<file path="src/rtl/snn_spike_decoder.sv">
// Spike-train output decoder: counts signed spikes on two channels over a window and reports the winner.
// Optional early exit on a large count difference is enabled by defining SNN_DECODE_EARLY_EXIT_EN.
module snn_spike_decoder #(
    parameter int CNT_W  = 8,
    parameter int WINDOW = 64,
    parameter int WIN_W  = 7,
    parameter int MARGIN = 16
) (
    input  logic             clk,
    input  logic             rst_n,
    input  logic             start,
    input  logic             data_in_a,
    input  logic             sign_in_a,
    input  logic             data_in_b,
    input  logic             sign_in_b,
    input  logic             result_ready,
    output logic             busy,
    output logic             result_valid,
    output logic             winner,
    output logic             tie,
    output logic [CNT_W-1:0] count_a,
    output logic [CNT_W-1:0] count_b
);

    typedef enum logic [1:0] {
        IDLE  = 2'd0,
        ACCUM = 2'd1,
        HOLD  = 2'd2
    } state_t;

    localparam logic signed [CNT_W-1:0] MAX_V    = {1'b0, {(CNT_W-1){1'b1}}};
    localparam logic signed [CNT_W-1:0] MIN_V    = {1'b1, {(CNT_W-1){1'b0}}};
    localparam logic signed [CNT_W-1:0] ONE_V    = {{(CNT_W-1){1'b0}}, 1'b1};
    localparam logic [WIN_W-1:0]        WIN_LOAD = WIN_W'(WINDOW - 1);

    state_t                  state;
    state_t                  state_nxt;
    logic [WIN_W-1:0]        win_cnt;
    logic signed [CNT_W-1:0] cnt_a_q;
    logic signed [CNT_W-1:0] cnt_b_q;
    logic signed [CNT_W-1:0] cnt_a_nxt;
    logic signed [CNT_W-1:0] cnt_b_nxt;
    logic                    winner_q;
    logic                    tie_q;
    logic                    last_sample;
    logic                    exit_early;

    // Saturating +/-1 step; an absent spike leaves the count alone whatever the sign line says.
    function automatic logic signed [CNT_W-1:0] sat_step(
        input logic signed [CNT_W-1:0] cur,
        input logic                    spike,
        input logic                    neg
    );
        logic signed [CNT_W-1:0] res;
        res = cur;
        if (spike) begin
            if (!neg && (cur != MAX_V)) begin
                res = cur + ONE_V;
            end else if (neg && (cur != MIN_V)) begin
                res = cur - ONE_V;
            end
        end
        return res;
    endfunction

    always_comb begin
        cnt_a_nxt = cnt_a_q;
        cnt_b_nxt = cnt_b_q;
        if (state == ACCUM) begin
            cnt_a_nxt = sat_step(cnt_a_q, data_in_a, sign_in_a);
            cnt_b_nxt = sat_step(cnt_b_q, data_in_b, sign_in_b);
        end
    end

    assign last_sample = (win_cnt == '0);

`ifdef SNN_DECODE_EARLY_EXIT_EN
    logic signed [CNT_W:0] diff;
    logic [CNT_W:0]        diff_abs;

    // Difference is taken one bit wider so that MAX_V - MIN_V cannot overflow.
    always_comb begin
        diff     = {cnt_a_nxt[CNT_W-1], cnt_a_nxt} - {cnt_b_nxt[CNT_W-1], cnt_b_nxt};
        diff_abs = diff[CNT_W] ? $unsigned(-diff) : $unsigned(diff);
        exit_early = (state == ACCUM) && (int'(diff_abs) >= MARGIN);
    end
`else
    logic margin_unused;

    assign margin_unused = (MARGIN != 0);
    assign exit_early    = 1'b0;
`endif

    always_ff @(posedge clk or negedge rst_n) begin
        if (!rst_n) begin
            state <= IDLE;
        end else begin
            state <= state_nxt;
        end
    end

    always_comb begin
        state_nxt = state;
        unique case (state)
            IDLE: begin
                if (start) begin
                    state_nxt = ACCUM;
                end
            end
            ACCUM: begin
                if (last_sample || exit_early) begin
                    state_nxt = HOLD;
                end
            end
            HOLD: begin
                if (result_ready) begin
                    state_nxt = IDLE;
                end
            end
            default: state_nxt = IDLE;
        endcase
    end

    always_ff @(posedge clk or negedge rst_n) begin
        if (!rst_n) begin
            win_cnt  <= '0;
            cnt_a_q  <= '0;
            cnt_b_q  <= '0;
            winner_q <= 1'b0;
            tie_q    <= 1'b0;
        end else if ((state == IDLE) && start) begin
            win_cnt  <= WIN_LOAD;
            cnt_a_q  <= '0;
            cnt_b_q  <= '0;
            winner_q <= 1'b0;
            tie_q    <= 1'b0;
        end else if (state == ACCUM) begin
            cnt_a_q <= cnt_a_nxt;
            cnt_b_q <= cnt_b_nxt;
            if (!last_sample) begin
                win_cnt <= win_cnt - 1'b1;
            end
            // Verdict uses the post-update counts so the final sampled cycle is included.
            if (state_nxt == HOLD) begin
                winner_q <= (cnt_b_nxt > cnt_a_nxt);
                tie_q    <= (cnt_b_nxt == cnt_a_nxt);
            end
        end
    end

    always_comb begin
        busy         = (state == ACCUM);
        result_valid = (state == HOLD);
        winner       = winner_q;
        tie          = tie_q;
        count_a      = cnt_a_q;
        count_b      = cnt_b_q;
    end

endmodule

</file>
<file path="config.mk">
export PLATFORM = sky130hd
export DESIGN_NAME = snn_spike_decoder
export DESIGN_NICKNAME = d
export VERILOG_FILES = /design/src/rtl/snn_spike_decoder.sv
export SDC_FILE = /design/constraint.sdc
export NUM_CORES = 1
export LEC_CHECK = 0
export ABC_AREA = 1
export CAP_MARGIN = 10
export CORE_MARGIN = 2
export CORE_UTILIZATION = 25
export DETAILED_ROUTE_END_ITERATION = 10
export DONT_BUFFER_PORTS = 1
export HOLD_SLACK_MARGIN = 0.1
export PLACE_DENSITY = 0.36
export SYNTH_ARGS = -nofsm -noshare
export SYNTH_HDL_FRONTEND = slang
export SYNTH_SLANG_ARGS = --single-unit
</file>
<file path="constraint.sdc">
create_clock -name clk -period 2.88 [get_ports clk]
set_input_delay 0.432 -clock clk [delete_from_list [all_inputs] [get_ports clk]]
set_output_delay 0.432 -clock clk [all_outputs]
set_load 0.03 [all_outputs]
</file>
==> key figures, run 1 <==
Yosys
  – Synthesized flop and latch total: 27
  – EDFF count, synth: 0
  – Sequential area share after synthesis: 30.77%
  – Post-synth top flop: dfrtp_1
  – Syn_area_per_cell: 6.674 um2
  – Yosys cell types: 30
  – Mapped Cells: 329
  – Syn nets: 353
  – Synthesized cell area: about 2200 um2
  – FFs w/ async S/R, synth: 100.0%
  – Synth warn: 0

Min path
  – Hold path start: result_ready
  – Hold Crit Class: in2reg

Pwr
  – Clock power frac: ~8.8%
  – Pwr dens: 1036 nW/um2
  – Reg power frac: 27.7%
  – Total chip power: 2.635 mW
  – Max rail drop VDD: 0.0003529 V
  – Internal: 1.209 mW
  – Leak pwr: 1.309 nW
  – Sw Share: between 50% and 60%
  – Combinational share of power: 63.5%
  – Sw power: ~1.4 mW

Floorplanning
  – Initial Util: 25.43%
  – Total core area: 8636 um2
  – I/O pin count: 28
  – Die area: approximately 9500 um2
  – Die width: 97.72 um
  – Die span in y: between 90 and 100 um
  – # rows: 34

Timing
  – Final period utilization: 90.35%
  – Final Hold Violating Endpoints: 0
  – F_max: a little under 400 MHz
  – Clock Skews: 0.006555 ns
  – Max-slew violations: 0
  – Worst relative slew slack: between 60% and 70%
  – Final Setup Violations: 0
  – Measured slew at the worst slew-check pin: 0.5417 ns
  – RSZ-0062 raised after global routing: false
  – Post-route minimum period: roughly 2.6 ns
  – TNS Setup: 0 ns

Routing
  – Initial drt markers: 170
  – DR pass1 iterations: 4
  – Via count: 2078
  – Post-Route WL: 6069 um
  – DRC Markers: 0
  – WL/cell: 13.25 um
  – Antenna-violating nets left: 0
  – Via density: 4.537

Worst setup path
  – CP startpoint kind: register
  – Setup CP Type: reg2reg
  – RR Startpoint: count_a[0]$_DFFE_PN0P_
  – Crit. End Element: register
  – WP data arrival: 2.78 ns
  – Worst path required time: just over 3 ns
  – Crit path from: count_a[0]$_DFFE_PN0P_
  – Crit Path Max Fanout: 8

CTS
  – CTS sink cnt: 27
  – Clk_lat worst skew: 0.28 ns
  – H-Tree Depth: 1
  – CTS Buf Count: 3
  – CTS Buffer Depth: 2
  – Clock root cell: clkbuf_8
  – Reg clk slew, reported paths: roughly 0.10 ns
  – # Post-CTS Setup Buffers: 0
  – CTS tree: built

Place
  – Gpl congestion: 0.8181
  – PortBufs: 0
  – Detailed Place HPWL: 4824 um

Layout
  – Most frequent cells in the layout: 86 x nand2_1, 50 x inv_1, 34 x nor2_1
  – Multi-input logic area: 1313 um2
  – Register area: about 680 um2
  – Layout cells sized above 1: 13.43%
  – Diode count: 0
  – # fillers: 978
  – Commonest non-fill, non-tap cell in the layout: nand2_1
  – P&R area growth vs syn: 15.84%
  – # nets final: 375

Global route
  – Largest net degree at the start of global routing: 28
  – First-pass GRT wire length: 10010 um
  – Remaining global-route overflow: 0
  – Vias in the first global route: 1976
  – GRT Util Overall: 12.92%
  – Initial antenna violation count: 0

Flow run
  – Maxcap violations: 0

Outcome
  – Outcome: completed
-- cell type report --
type                            count  area share [%]
Timing Repair Buffer               20           6.493
Inverter                           55           8.116
Tap cell                          108           5.312
Sequential cell                    27           26.56
Clock inverter                      1          0.2951
Clock buffer                        3           1.623
Multi-Input combinational cell    244           51.60
-- through the flow --
| step | cell area, um2 | cells | setup slack, ns | hold slack (ns) | utilization, % |
|---|---|---|---|---|---|
| CTS | 2526 | 458 | 0.1745 | 0.2059 | 29.25 |
| global placement | 2447 | 452 | 0.2256 | 0.1377 | 28.34 |
| floorplan | 2196 | 329 | 0.4021 | 0.1364 | - |
| detailed placement | 2447 | 452 | 0.1962 | 0.1374 | 28.34 |
| global route | 2544 | 458 | 0.007501 | 0.2000 | 29.46 |
| finish | 2544 | 458 | 0.2779 | 0.2232 | 29.46 |
-- critical path, stage by stage, from the launching register on --
cell and delay (ns):
dfrtp_1 0.43, ha_1 0.25, nand2_1 0.09, nor2_1 0.05, nand2_2 0.11, nand2_4 0.10, nand2_4 0.12, nand2_4 0.07
nor2_2 0.12, nand3_1 0.10, nand2_1 0.09, inv_1 0.05, ha_1 0.27, nand2_1 0.06, nor2_1 0.13, nand4_1 0.14
nand4_1 0.13, a21oi_1 0.06, nand2_1 0.08, nand2_1 0.05
-- state kept, by name (all words and copies together), names as in the netlist --
name,cells
state,2
tie,1
win_cnt,7
winner,1
count_a,8
count_b,8
-- cells in the mapped netlist, types with 3 or more instances --
| cell type | instances | area (um2) |
|---|---|---|
| nand2_1 | 86 | 322.8 |
| inv_1 | 52 | 195.2 |
| nor2_1 | 36 | 135.1 |
| dfrtp_1 | 27 | 675.7 |
| nand3_1 | 25 | 125.1 |
| a21oi_1 | 17 | 85.08 |
| ha_1 | 16 | 200.2 |
| o21ai_0 | 14 | 70.07 |
| nand4_1 | 12 | 75.07 |
| nor3_1 | 8 | 40.04 |
| nand2_2 | 6 | 37.54 |
| inv_2 | 3 | 11.26 |
| nand2_4 | 3 | 33.78 |
| o31ai_1 | 3 | 22.52 |
-- power groups by stage --
stage | Sequential, mW | Clock [mW] | Combinational, mW
final | 0.731 | 0.232 | 1.67
after global routing | 0.763 | 0.260 | 1.91
after CTS | 0.736 | 0.248 | 1.69
after detailed placement | 0.745 | 0 | 1.67
after global placement | 0.747 | 0 | 1.68
after floorplan | 0.930 | 0 | 0.967
-- per-layer routing --
| metal | vias up | global-route usage, % | share of wire [%] |
|---|---|---|---|
| li1 | 1097 | - | - |
| met1 | 947 | 18.05 | 48 |
| met2 | 28 | 20.85 | 47 |
| met3 | 6 | 2.662 | 3.5 |
| met4 | 0 | 2.564 | 1.1 |
| met5 | - | 0 | 0 |
-- path summary, 6_finish.rpt --
path	to	slack [ns]	cells past startpoint
max in group asynchronous	count_b[2]$_DFFE_PN0P_	2.15	2
setup / recovery	winner$_DFFE_PN0P_	0.28	19
hold reg to reg	win_cnt[5]$_DFFE_PN0P_	0.50	2
setup reg to reg	winner$_DFFE_PN0P_	0.28	19
min in group asynchronous	count_b[5]$_DFFE_PN0P_	0.57	2
hold / removal	state[1]$_DFF_PN0_	0.22	1
-- cell families (layout without fill, tap and decap cells) --
group / count (synthesis) / count (layout) / share of synthesized area [%]
AO/OA/AOI/OAI: 41 / 41 / 10.48
buffers and inverters: 58 / 79 / 10.26
XOR/XNOR: 3 / 3 / 1.539
adder cells (fa/ha/maj): 16 / 16 / 9.117
flip-flops: 27 / 27 / 30.77
AND/OR/NAND/NOR: 184 / 184 / 37.84
-- what timing repair did --
| item | CTS | global route |
|---|---|---|
| gates resized for setup | 0 | 7 |
| endpoints found under the setup margin | 0 | 1 |
| hold buffers | 2 | 0 |
| endpoints found under the hold margin | 27 | 0 |
Note: power is estimated with default switching activity, not from simulation.
==> inputs of run 2 (changes only) <==
--- a/config.mk
+++ b/config.mk
@@ -8,11 +8,12 @@
 export ABC_AREA = 1
 export CAP_MARGIN = 10
 export CORE_MARGIN = 2
-export CORE_UTILIZATION = 25
+export CORE_UTILIZATION = 40
 export DETAILED_ROUTE_END_ITERATION = 10
 export DONT_BUFFER_PORTS = 1
 export HOLD_SLACK_MARGIN = 0.1
-export PLACE_DENSITY = 0.36
+export PLACE_DENSITY = 0.52
+export SLEW_MARGIN = 10
 export SYNTH_ARGS = -nofsm -noshare
 export SYNTH_HDL_FRONTEND = slang
 export SYNTH_SLANG_ARGS = --single-unit
==> run 2 against run 1 <==
Global-route usage is 5.1 points higher; sequential power is 9.2% higher; routed wire length is 12% lower; final area is 4.0% lower; clock skew is 0.0047 ns higher; final cell count is 9.4% lower; clock-buffer cell count stayed put; die area is 36% lower; clock power is 4% lower; first-iteration DRC count is 57% lower; flip-flop and latch count stayed put; critical path type unchanged.
==> key figures, run 2 (synthesis results as in run 1) <==
Timing
  – F_max: 381.8 MHz
  – Final Setup Violations: 0
  – Clock Skews: 0.01125 ns
  – Final Hold Violating Endpoints: 0
  – Measured slew at the worst slew-check pin: ~0.7 ns
  – Max-slew violations: 0
  – Worst setup margin: 0.2608 ns
  – TNS Setup: 0 ns
  – Final period utilization: 90.94%
  – Worst hold margin: 0.2189 ns
  – Worst relative slew slack: 53.47%
  – RSZ-0062 raised after global routing: false
  – Post-route minimum period: 2.619 ns

Floorplanning
  – Die span in y: 78.09 um
  – # rows: 26
  – Die area: 6098 um2
  – I/O pin count: 28
  – Initial Util: 42.19%
  – Total core area: 5205 um2
  – Die width: 78.09 um

Min path
  – Hold Crit Class: in2reg

Global route
  – First-pass GRT wire length: ~9000 um
  – Remaining global-route overflow: 0
  – Largest net degree at the start of global routing: 28
  – Initial antenna violation count: 0
  – GRT Util Overall: 18.07%
  – Vias in the first global route: 1985

Outcome
  – Outcome: completed

Routing
  – Initial drt markers: between 70 and 80
  – WL/cell: 12.81 um
  – Post-Route WL: roughly 5300 um
  – Via count: 2109
  – DRC Markers: 0
  – Via density: 5.082
  – DR pass1 iterations: 4
  – Antenna-violating nets left: 0

Worst setup path
  – Crit. End Element: register
  – Crit Path Max Fanout: 5
  – Critical path depth: 19
  – Cell mode on critical path: nand2_1
  – CP startpoint kind: register
  – End point of the critical path: winner$_DFFE_PN0P_
  – Worst R2R Setup Slack: 0.26 ns
  – Cell family with most CP delay: simple AND/OR/NAND/NOR gates
  – Reg2Reg Depth: 19
  – RR Endpoint: winner$_DFFE_PN0P_
  – Worst path required time: roughly 3 ns
  – Setup CP Type: reg2reg
  – Crit path from: count_a[3]$_DFFE_PN0P_
  – Crit-path cells: inv_1 -> nand2_1 -> nor2_1 -> nand2_1 -> nand2_1 -> nand2_4 -> nand2_4 -> nor2_1 -> nand3_1 -> nand2_1 -> inv_1 -> ha_1 -> nand2_1 -> nor2_1 -> nand4_1 -> nand4_1 -> a21oi_1 -> nand2_1 -> nand2_1
  – RR Startpoint: count_a[3]$_DFFE_PN0P_
  – WP data arrival: 2.80 ns
  – Slowest cell on the critical path: dfrtp_1
  – Buf/Inv on CP: 2
  – CP peak stage delay: 0.59 ns

Place
  – Gpl congestion: 0.8090
  – PortBufs: 0
  – Post-place setup slack: 0.2598 ns
  – Cell Count Post-Placement: 409
  – Placement Cell Area: 2362 um2
  – Detailed Place HPWL: 4167 um

Pwr
  – Pwr dens: 1050 nW/um2
  – Clock power frac: 8.7%
  – Sw power: 1.388 mW
  – Reg power frac: 31.1%
  – Max rail drop VDD: 0.0004228 V
  – Combinational share of power: 60.2%
  – Sw Share: 54.19%
  – Leak pwr: about 1.3 nW
  – Total chip power: 2.562 mW
  – Internal: 1.174 mW

Layout
  – Most frequent cells in the layout: 86 x nand2_1, 52 x inv_1, 36 x nor2_1
  – # nets final: 370
  – Final instance area: 2441 um2
  – # fillers: 560
  – Final core utilization: 46.90%
  – P&R area growth vs syn: 11.17%
  – Layout cells sized above 1: 11.01%
  – Diode count: 0
  – Commonest non-fill, non-tap cell in the layout: nand2_1
  – Final std cells w/o fill: 415

CTS
  – CTS Buffer Depth: 2
  – Reg clk slew, reported paths: about 0.10 ns
  – CTS tree: built
  – CTS Buf Count: 3
  – CTS sink cnt: 27
  – Clock root cell: clkbuf_8
  – H-Tree Depth: 1
  – # Post-CTS Setup Buffers: 0
  – Clk_lat worst skew: 0.28 ns

Flow run
  – Maxcap violations: 0
## run 2: cell type report
| class | instances | area [um2] | area share, % |
|---|---|---|---|
| clock buffers | 3 | 41.29 | 1.691 |
| multi-input cells | 244 | 1295 | 53.05 |
| inverters | 55 | 206.4 | 8.457 |
| flip-flops and latches | 27 | 675.6 | 27.68 |
| repair buffers | 15 | 127.6 | 5.228 |
| well taps | 70 | 87.58 | 3.588 |
| clock inverters | 1 | 7.507 | 0.3075 |
## run 2: worst min path at each step
stage / startpoint / slack [ns] / end / depth (start not counted)
floorplan: rst_n / 0.14 / count_a[0]$_DFFE_PN0P_ / 0
global placement: rst_n / 0.14 / win_cnt[5]$_DFFE_PN0P_ / 0
detailed placement: rst_n / 0.14 / win_cnt[1]$_DFFE_PN0P_ / 0
CTS: result_ready / 0.21 / state[1]$_DFF_PN0_ / 1
global route: result_ready / 0.21 / state[1]$_DFF_PN0_ / 1
finish: result_ready / 0.22 / state[1]$_DFF_PN0_ / 1
## run 2: power groups by stage
stage	registers [mW]	logic [mW]	clock network, mW
floorplan	0.930	0.967	0
global placement	0.807	1.55	0
detailed placement	0.806	1.53	0
CTS	0.798	1.56	0.230
global route	0.826	1.78	0.242
finish	0.798	1.54	0.223
## run 2: repair_timing
action	CTS	global route
hold buffers	2	0
endpoints found under the hold margin	27	0
resized for setup	0	0
setup endpoints to repair	0	0
## run 2: per-layer routing
layer / GRT usage (%) / part of all wire [%]
met1: 23.29 / 49
met2: 31.90 / 48
met3: 2.874 / 2.8
met4: 4.035 / 0.64
met5: 0 / 0
==> inputs of run 3 (changes only) <==
--- a/config.mk
+++ b/config.mk
@@ -9,6 +9,7 @@
 export CAP_MARGIN = 10
 export CORE_MARGIN = 2
 export CORE_UTILIZATION = 40
+export CTS_CLUSTER_SIZE = 28
 export DETAILED_ROUTE_END_ITERATION = 10
 export DONT_BUFFER_PORTS = 1
 export HOLD_SLACK_MARGIN = 0.1
==> results of run 3 <==
No change in the layout: final DEF, timing and power equal those of run 2.
